`src/rtl/alu_pkg.sv`:
```
// Shared definitions for the 64-bit registered ALU: opcode encoding and datapath width.
package alu_pkg;

  localparam int ALU_WIDTH = 64;

  // Opcodes 001 and 111 are reserved and produce a zero result.
  typedef enum logic [2:0] {
    ALU_PASS_B = 3'b000,
    ALU_ADD    = 3'b010,
    ALU_SUB    = 3'b011,
    ALU_AND    = 3'b100,
    ALU_OR     = 3'b101,
    ALU_XOR    = 3'b110
  } alu_op_e;

endpackage

```
`src/rtl/alu64_reg_if.sv`:
```
// Operand/result bundle between the issue logic (master) and the execute-stage ALU (slave).
interface alu64_reg_if;
  import alu_pkg::*;

  logic [ALU_WIDTH-1:0] A;
  logic [ALU_WIDTH-1:0] B;
  logic [2:0]           control;
  logic                 in_valid;
  logic                 out_valid;
  logic [ALU_WIDTH-1:0] ALU_outputBus;
  logic                 carry_out;
  logic                 negative;
  logic                 overflow;
  logic                 zero;

  modport master (
    output A, B, control, in_valid,
    input  out_valid, ALU_outputBus, carry_out, negative, overflow, zero
  );

  modport slave (
    input  A, B, control, in_valid,
    output out_valid, ALU_outputBus, carry_out, negative, overflow, zero
  );

endinterface

```
`src/rtl/alu_bit_slice.sv`:
```
// One bit of the ALU: conditional B inversion into a full adder, plus the per-bit op mux.
module alu_bit_slice
  import alu_pkg::*;
(
  input  logic       a,
  input  logic       b,
  input  logic       cin,
  input  logic [2:0] sel,
  output logic       cout,
  output logic       result
);

  logic b_eff;
  logic sum;

  // The adder always runs (B inverted on odd opcodes) so the flags exist for every op.
  assign b_eff = b ^ sel[0];
  assign sum   = a ^ b_eff ^ cin;
  assign cout  = (a & b_eff) | (a & cin) | (b_eff & cin);

  always_comb begin
    result = 1'b0;
    case (sel)
      ALU_PASS_B: result = b;
      ALU_ADD:    result = sum;
      ALU_SUB:    result = sum;
      ALU_AND:    result = a & b;
      ALU_OR:     result = a | b;
      ALU_XOR:    result = a ^ b;
      default:    result = 1'b0;
    endcase
  end

endmodule

```
`src/rtl/alu64_reg.sv`:
```
// 64-bit ripple-carry ALU with condition flags and a single registered output stage.
module alu64_reg
  import alu_pkg::*;
(
  input  logic        clk,
  input  logic        reset,
  alu64_reg_if.slave  bus
);

  logic [ALU_WIDTH:0]   carry;
  logic [ALU_WIDTH-1:0] result_next;
  logic [15:0]          nor_level;
  logic [3:0]           and_level;
  logic                 zero_next;
  logic                 overflow_next;

  assign carry[0] = bus.control[0];

  for (genvar i = 0; i < ALU_WIDTH; i++) begin : g_slice
    alu_bit_slice u_slice (
      .a      (bus.A[i]),
      .b      (bus.B[i]),
      .cin    (carry[i]),
      .sel    (bus.control),
      .cout   (carry[i+1]),
      .result (result_next[i])
    );
  end

  // Zero detect as a shallow tree: 16 nibble NORs, four 4-input ANDs, one final AND.
  for (genvar g = 0; g < 16; g++) begin : g_nor4
    assign nor_level[g] = ~|result_next[4*g +: 4];
  end

  for (genvar h = 0; h < 4; h++) begin : g_and4
    assign and_level[h] = &nor_level[4*h +: 4];
  end

  assign zero_next     = &and_level;
  assign overflow_next = carry[ALU_WIDTH] ^ carry[ALU_WIDTH-1];

  // Result and flags load only on valid cycles; out_valid simply follows in_valid.
  always_ff @(posedge clk) begin
    if (reset) begin
      bus.out_valid     <= 1'b0;
      bus.ALU_outputBus <= '0;
      bus.carry_out     <= 1'b0;
      bus.negative      <= 1'b0;
      bus.overflow      <= 1'b0;
      bus.zero          <= 1'b0;
    end else begin
      bus.out_valid <= bus.in_valid;
      if (bus.in_valid) begin
        bus.ALU_outputBus <= result_next;
        bus.carry_out     <= carry[ALU_WIDTH];
        bus.negative      <= result_next[ALU_WIDTH-1];
        bus.overflow      <= overflow_next;
        bus.zero          <= zero_next;
      end
    end
  end

endmodule

```
`src/flat_wrapper.sv`:
```
// flat-port wrapper written by rule: the top's interface ports become plain ports
module alu64_reg_flat import alu_pkg::*;
  (clk, reset, bus_A, bus_B, bus_control, bus_in_valid, bus_out_valid, bus_ALU_outputBus, bus_carry_out, bus_negative, bus_overflow, bus_zero);
  alu64_reg_if bus_i ();
  input  logic clk;
  input  logic reset;
  input wire logic [$bits(bus_i.A)-1:0] bus_A;
  input wire logic [$bits(bus_i.B)-1:0] bus_B;
  input wire logic [$bits(bus_i.control)-1:0] bus_control;
  input wire logic [$bits(bus_i.in_valid)-1:0] bus_in_valid;
  output wire logic [$bits(bus_i.out_valid)-1:0] bus_out_valid;
  output wire logic [$bits(bus_i.ALU_outputBus)-1:0] bus_ALU_outputBus;
  output wire logic [$bits(bus_i.carry_out)-1:0] bus_carry_out;
  output wire logic [$bits(bus_i.negative)-1:0] bus_negative;
  output wire logic [$bits(bus_i.overflow)-1:0] bus_overflow;
  output wire logic [$bits(bus_i.zero)-1:0] bus_zero;
  assign bus_i.A = bus_A;
  assign bus_i.B = bus_B;
  assign bus_i.control = bus_control;
  assign bus_i.in_valid = bus_in_valid;
  assign bus_out_valid = bus_i.out_valid;
  assign bus_ALU_outputBus = bus_i.ALU_outputBus;
  assign bus_carry_out = bus_i.carry_out;
  assign bus_negative = bus_i.negative;
  assign bus_overflow = bus_i.overflow;
  assign bus_zero = bus_i.zero;
  alu64_reg u_core (.clk(clk), .reset(reset), .bus(bus_i));
endmodule
```
`config.mk`:
```
export PLATFORM = sky130hd
export DESIGN_NAME = alu64_reg_flat
export DESIGN_NICKNAME = d
export VERILOG_FILES = /design/src/rtl/alu_pkg.sv /design/src/rtl/alu64_reg_if.sv /design/src/rtl/alu_bit_slice.sv /design/src/rtl/alu64_reg.sv /design/src/flat_wrapper.sv
export SDC_FILE = /design/constraint.sdc
export NUM_CORES = 1
export LEC_CHECK = 0
export BUFFER_PORTS_ARGS = -buffer_cell sky130_fd_sc_hd__buf_2
export CAP_MARGIN = 15
export CORE_UTILIZATION = 57
export CTS_CLUSTER_SIZE = 16
export DETAILED_ROUTE_END_ITERATION = 8
export PLACE_DENSITY = 0.83
export RECOVER_POWER = 25
export REMOVE_ABC_BUFFERS = 1
export SKIP_LAST_GASP = 1
export SLEW_MARGIN = 25
export SYNTH_ARGS = -nofsm -noshare
export SYNTH_HDL_FRONTEND = slang
export SYNTH_SLANG_ARGS = --single-unit
```
`constraint.sdc`:
```
create_clock -name clk -period 34.9 [get_ports clk]
set_input_delay 1.745 -clock clk [delete_from_list [all_inputs] [get_ports clk]]
set_output_delay 1.745 -clock clk [all_outputs]
set_load 0.02 [all_outputs]
```
==> results of run 1 <==
## metrics by stage
step | setup slack (ns) | power, W | std cells
final | 6.06 | 0.000318 | 1450
after global routing | 5.24 | 0.000340 | 1450
after CTS | 6.07 | 0.000319 | 1446
after detailed placement | 5.72 | 0.000231 | 1431
after global placement | 6.32 | 0.000226 | 1431
after floorplan | 7.68 | 0.000173 | 1004
## layer usage
| layer | track usage (%) | share of wire (%) | vias up |
|---|---|---|---|
| met1 | 40.4 | 42 | 3980 |
| met4 | 14.6 | 3.7 | 0 |
| li1 | - | - | 3997 |
| met3 | 4.51 | 7.7 | 59 |
| met2 | 51.0 | 47 | 355 |
| met5 | 0 | 0 | - |
## worst max-delay path: cells and delay by family
kind	cells	cell delay [ns]
AO/OA/AOI/OAI	3	0.81
buffers and inverters	5	1.04
AND/OR/NAND/NOR	3	0.44
adder cells (fa/ha/maj)	63	25.00
## sequential cells by signal (all words and copies together), names as in the netlist
register / flops
u_core.bus.ALU_outputBus: 63
u_core.bus.carry_out: 1
u_core.bus.negative: 1
u_core.bus.out_valid: 1
u_core.bus.overflow: 1
u_core.bus.zero: 1
## logic make-up (layout without fill, tap and decap cells)
group | Yosys count | count (layout) | share of synthesized area, %
other | 0 | 4 | 0
buffers and inverters | 221 | 363 | 9.95
xor gates and xnor gates | 64 | 64 | 5.99
DFF | 68 | 68 | 14.6
and+or+nand+nor | 265 | 265 | 14.9
muxes | 67 | 67 | 7.54
adders and majority gates | 191 | 191 | 30.6
AOI/OAI and AO/OA | 212 | 212 | 16.4
## worst max-delay path by stage
stage | startpoint | endpoint | slack (ns) | cells past startpoint
floorplan | bus_control[0] | u_core.bus.zero | 7.68 | 72
global placement | bus_control[0] | u_core.bus.zero | 6.32 | 74
detailed placement | bus_control[0] | u_core.bus.zero | 5.72 | 74
CTS | bus_control[0] | u_core.bus.zero | 6.07 | 74
global route | bus_control[0] | u_core.bus.zero | 5.24 | 74
finish | bus_control[0] | u_core.bus.zero | 6.06 | 74
## final cells by class
class                           count  area, um2
Sequential cell                    68       1360
Fill cell                        1333       5400
Antenna cell                        4       10.0
Multi-Input combinational cell    799       7070
Inverter                          137        514
Clock inverter                      2       10.0
Tap cell                          216        270
Timing Repair Buffer              211       1050
Clock buffer                       13        260
## where the power goes
group | total [W] | leakage, nW | internal [W] | switching (W)
Combinational | 0.000142 | 4.45 | 0.0000576 | 0.0000847
Clock | 0.0000879 | 0.135 | 0.0000514 | 0.0000365
Sequential | 0.0000878 | 0.562 | 0.0000842 | 0.00000363
## placed cells by master, fill, tap and decap left out, types with 3 or more instances in the layout
cell type	n
a211oi_1	39
a21oi_1	33
a221oi_1	21
a221oi_2	4
a22o_1	16
a22oi_1	12
a31oi_1	15
buf_2	164
buf_4	12
clkbuf_1	36
clkbuf_16	9
dfxtp_1	68
diode_2	4
fa_1	63
ha_1	128
inv_1	136
mux2_2	16
mux2_4	3
mux2i_1	48
nand2_1	19
nand2b_1	36
nand3_1	28
nand3b_1	32
nand4_1	8
nor2_1	96
nor2b_1	24
nor3_1	4
nor3b_1	7
nor4_1	4
o211ai_1	3
o21ai_0	33
o221a_2	9
o221ai_1	5
o311ai_0	9
o31ai_1	9
xor2_1	62
==> impl_metrics.py, run 1 <==
metrics = {
    "critical_path": {
        "cp_slowest_cell": "buf_4",
        "cp-start-kind": "primary input",
        "cp_max_fo": 60,
        "critPathMaxStageDelay_ns": 0.62,
        "path_class": "in2reg",
        "r2r_cells": 3,
        "r2r_slack_ns": 34.11,
        "r2r_start": "u_core.bus.ALU_outputBus[61]",
        "r2r-end": "u_core.bus.ALU_outputBus[61]",
        "path_common_cell": "fa_1",
        "cp-end-kind": "flip-flop",
        "worst_ep_required_time_ns": 35.16,
        "crit_arrival_ns": 29.10,
    },
    "finish": {
        "fin_area_mm2": 0.0105,
        "layout-drive-gt1-share_pct": 18.4,
        "syn_to_final_growth_pct": 12.7,
        "fin_util_pct": 66.1,
        "nets": 1551,
    },
    "floorplan": {
        "initial_core_util_pct": 58.7,
        "dieHeight_um": 130,
        "io_pins": 203,
        "die_area_mm2": 0.0169,
        "die_w_um": 130,
        "fp-row-count": 46,
        "core-area_mm2": 0.0159,
    },
    "routing": {
        "post_drt_wl_per_cell_um": 17.8,
        "drc": 0,
        "viasPerCell": 5.79,
        "drt_iter0_drc": 588,
        "ant_nets": 0,
        "via_count": 8391,
        "finalWirelength_um": 25800,
        "firstDrtPassIters": 5,
    },
    "yosys": {
        "yosys-top-cells-area": "ha_1 17%, dfxtp_1 15%, fa_1 13%, xor2_1 5.8%, inv_1 5.5%",
        "synth_edf_count": 0,
        "syn_area_per_cell_um2": 8.60,
        "yosys_warnings": 0,
        "syn_inst": 1088,
        "mappedNetlistArea_mm2": 0.00935,
        "async_flop_share_pct": 0,
        "synth_most_common_cell": "inv_1",
        "synth_commonest_cells": "136 x inv_1, 128 x ha_1, 96 x nor2_1",
        "ys_ff_latch": 68,
        "synth_cell_types": 48,
        "synthFlopType": "dfxtp_1",
        "yosys.area.top_type": "ha_1",
        "yosysSeqAreaShare_pct": 14.6,
        "synth_top_area_share_pct": 17.1,
    },
    "sta": {
        "setup_viol": 0,
        "final.period_utilization_pct": 82.6,
        "drv_slew": 0,
        "finClkSkew_ns": 0,
        "slew_headroom_pct": 33.3,
        "holdWs_ns": 0.469,
        "fmax_mhz": 34.7,
        "tightest_slew_ns": 0.998,
        "rsz0062_at_grt": "no",
        "finalHoldViolCount": 0,
        "period_minus_slack_ns": 28.84,
        "finalSetupTns_ns": 0,
    },
    "global_routing": {
        "grt_usage_pct": 31.1,
        "grt_antenna_before_repair": 4,
        "grt_pass1_wl_um": 40400,
        "first_global_vias": 7871,
        "grt-ovfl-total": 0,
        "grt_max_degree": 79,
    },
    "clocking": {
        "cts_resized": 0,
        "post_cts_buffers": 0,
        "holdBufCountCts": 0,
        "cts_tree": "built",
        "numCtsBuffers": 9,
        "clock-root-buffer": "clkbuf_16",
        "clk_pin_slew_ns": 0.06,
        "h-tree-depth": 3,
        "clk-insertion-delay-late_ns": 0.34,
        "clkSinkCount": 68,
        "ctsLongestPathBuffers": 2,
    },
    "placement": {
        "postPlaceCellArea_mm2": 0.0103,
        "io_buffers": 202,
        "place.detailed.hpwl_um": 18900,
        "gp_congestion": 0.880,
    },
    "power": {
        "power.leakage_nw": 5.15,
        "powerDensity_mw_per_mm2": 30.2,
        "vdd_drop_max_mv": 0.0270,
    },
    "hold_path": {
        "hold_depth": 2,
        "worstHoldStart": "u_core.bus.ALU_outputBus[19]",
        "hp-class": "reg2reg",
        "min_to": "u_core.bus.ALU_outputBus[19]",
    },
    "run": {
        "maxCapViolations": 0,
    },
    "run_status": {
        "outcome": "finished clean",
    },
}
(Power assumes the default switching activity.)
==> run 2: changes to the inputs <==
ABC_AREA = 1   (was unset)
CORE_UTILIZATION = 51   (was 57)
PLACE_DENSITY = 0.79   (was 0.83)
clock period = 24.5 ns   (was 34.9 ns; I/O delays follow)
==> run 2 against run 1 <==
  * Via count rose by 13%
  * Hold slack better by 0.011 ns
  * Wire length grew 11%
  * The flow now finishes with violations (negative setup slack)
  * Global-route usage is 0.15 points higher
==> impl_metrics.py, run 2 <==
metrics = {
    "floorplan": {
        "die_area_mm2": 0.0186,
        "io_pins": 203,
        "die_w_um": 136,
        "initial_core_util_pct": 52.7,
        "fp-row-count": 48,
        "dieHeight_um": 136,
        "core-area_mm2": 0.0175,
    },
    "clocking": {
        "clkSinkCount": 68,
        "h-tree-depth": 3,
        "numCtsBuffers": 9,
        "clk_pin_slew_ns": 0.06,
        "ctsLongestPathBuffers": 2,
        "clock-root-buffer": "clkbuf_16",
        "clk-insertion-delay-late_ns": 0.35,
        "cts_tree": "built",
    },
    "critical_path": {
        "r2r_slack_ns": 23.74,
        "r2r-end": "u_core.bus.ALU_outputBus[25]",
        "cp_max_fo": 5,
        "critPathMaxStageDelay_ns": 0.42,
        "cp-end-kind": "flip-flop",
        "cp_slowest_cell": "fa_2",
        "crit_end": "u_core.bus.zero",
        "r2r_cells": 4,
        "path_common_cell": "fa_2",
        "worst_ep_required_time_ns": 24.78,
        "path_class": "in2reg",
        "crit_arrival_ns": 24.89,
        "r2r_start": "u_core.bus.ALU_outputBus[25]",
        "cp-start-kind": "primary input",
        "crit_start": "bus_control[0]",
    },
    "global_routing": {
        "grt-ovfl-total": 0,
        "first_global_vias": 8963,
        "grt_pass1_wl_um": 44400,
        "grt_antenna_before_repair": 4,
        "grt_usage_pct": 31.3,
        "grt_max_degree": 90,
    },
    "power": {
        "vdd_drop_max_mv": 0.0352,
        "power.leakage_nw": 6.03,
        "fin_total_pwr_w": 0.000457,
        "powerDensity_mw_per_mm2": 42.2,
    },
    "finish": {
        "largest_register_ff_count": 63,
        "syn_to_final_growth_pct": 17.7,
        "nets": 1868,
        "fin_util_pct": 62.0,
        "layout-drive-gt1-share_pct": 18.4,
        "largest_register": "u_core.bus.ALU_outputBus",
        "mostFrequentLayoutCell": "nor2_1",
        "final_cell_mix": "254 x nor2_1, 239 x nand2_1, 227 x inv_1",
    },
    "yosys": {
        "synthFlopType": "dfxtp_1",
        "async_flop_share_pct": 0,
        "yosys.area.top_type": "ha_1",
        "syn_area_per_cell_um2": 6.72,
        "yosysSeqAreaShare_pct": 14.8,
        "yosys_warnings": 0,
        "synth_edf_count": 0,
        "ys_ff_latch": 68,
        "synth_top_area_share_pct": 17.4,
        "yosys-top-cells-area": "ha_1 17%, dfxtp_1 15%, fa_1 14%, nor2_1 10%, nand2_1 9.7%",
        "mappedNetlistArea_mm2": 0.00920,
        "synth_commonest_cells": "254 x nor2_1, 239 x nand2_1, 227 x inv_1",
        "synth_cell_types": 31,
        "syn_inst": 1369,
        "synth_most_common_cell": "nor2_1",
    },
    "sta": {
        "period_minus_slack_ns": 24.61,
        "finClkSkew_ns": 0,
        "final.period_utilization_pct": 100,
        "fmax_mhz": 40.6,
        "finalHoldViolCount": 0,
        "drv_slew": 0,
        "holdWs_ns": 0.480,
        "setup_viol": 1,
        "setup_ws_ns": -0.113,
        "tightest_slew_ns": 0.917,
        "rsz0062_at_grt": "yes",
        "slew_headroom_pct": 38.9,
    },
    "routing": {
        "drc": 0,
        "ant_nets": 0,
        "viasPerCell": 5.33,
        "firstDrtPassIters": 5,
        "via_count": 9454,
        "drt_iter0_drc": 687,
        "finalWirelength_um": 28700,
        "post_drt_wl_per_cell_um": 16.2,
    },
    "run": {
        "maxCapViolations": 0,
    },
    "run_status": {
        "outcome": "finished with violations",
        "violations": "negative setup slack",
    },
    "placement": {
        "place.detailed.hpwl_um": 20000,
        "gp_congestion": 0.889,
        "io_buffers": 202,
    },
    "hold_path": {
        "hp-class": "reg2reg",
    },
}
[run 2: cell count changes in the layout (fill, tap and decap cells not counted), moves of 49 or more]
cell     before  now
inv_1       136  227
nor2_1       96  254
fa_2          0   61
nand2_1      19  239
nand3_1      28   77
fa_1         63    2
[run 2: repair_timing]
item / CTS / global route
resized for setup: 58 / 7
hold buffers: 0 / 0
pin swaps: 6 / 3
setup buffers: 0 / 1
setup endpoints to repair: 10 / 5
[run 2: cells by family after synthesis]
kind of cell / after synthesis / synth area share, %
AOI/OAI and AO/OA: 112 / 6.64
xor gates and xnor gates: 64 / 6.09
adders and majority gates: 191 / 31.1
buffers and inverters: 304 / 12.9
DFF: 68 / 14.8
and+or+nand+nor: 630 / 28.5
[run 2: how the worst min path moves through the flow]
| stage | from | endpoint | slack [ns] | cells after the start |
|---|---|---|---|---|
| 2_1_floorplan | u_core.bus.zero | u_core.bus.zero | 0.54 | 2 |
| 3_3_place_gp | u_core.bus.ALU_outputBus[6] | u_core.bus.ALU_outputBus[6] | 0.46 | 2 |
| 3_5_place_dp | u_core.bus.ALU_outputBus[35] | u_core.bus.ALU_outputBus[35] | 0.46 | 2 |
| 4_1_cts | u_core.bus.ALU_outputBus[35] | u_core.bus.ALU_outputBus[35] | 0.48 | 2 |
| 5_1_grt | u_core.bus.ALU_outputBus[6] | u_core.bus.ALU_outputBus[6] | 0.50 | 2 |
| 6_report | u_core.bus.ALU_outputBus[6] | u_core.bus.ALU_outputBus[6] | 0.48 | 2 |
[run 2: worst max-delay path: cells and delay by family]
kind	cells	cell delay, ns
AOI/OAI and AO/OA	1	0.11
buffers and inverters	4	0.31
and+or+nand+nor	9	0.68
adders and majority gates	63	22.38
xor gates and xnor gates	1	0.18
[run 2: through the flow]
step	setup slack, ns	cells	cell area (um2)	setup TNS [ns]
2_1_floorplan	-1.77	1297	8880	-8.25
3_3_place_gp	-2.60	1756	10400	-14.73
3_5_place_dp	-3.17	1756	10400	-20.40
4_1_cts	-0.342	1771	10800	-0.342
5_1_grt	-0.609	1774	10800	-0.787
6_report	-0.113	1774	10800	-0.113
[run 2: area by class of cell]
type,count,area [um2]
flip-flops and latches,68,1360
repair buffers,235,1220
clock buffers,13,260
well taps,225,282
multi-input cells,997,6820
fillers,1615,6650
diodes,2,5.00
inverters,232,871
clock inverters,2,10.0
[run 2: report_power, final]
part	internal [W]	switching [W]
Sequential	0.000120	0.00000483
Combinational	0.0000768	0.000128
Clock	0.0000733	0.0000547
[run 2: per-layer routing]
metal	GRT usage (%)	routed length, um	vias up
li1	-	-	4543
met3	5.44	2570	76
met4	15.0	1030	2
met1	39.6	12000	4375
met2	51.3	13100	458
met5	0	13	-
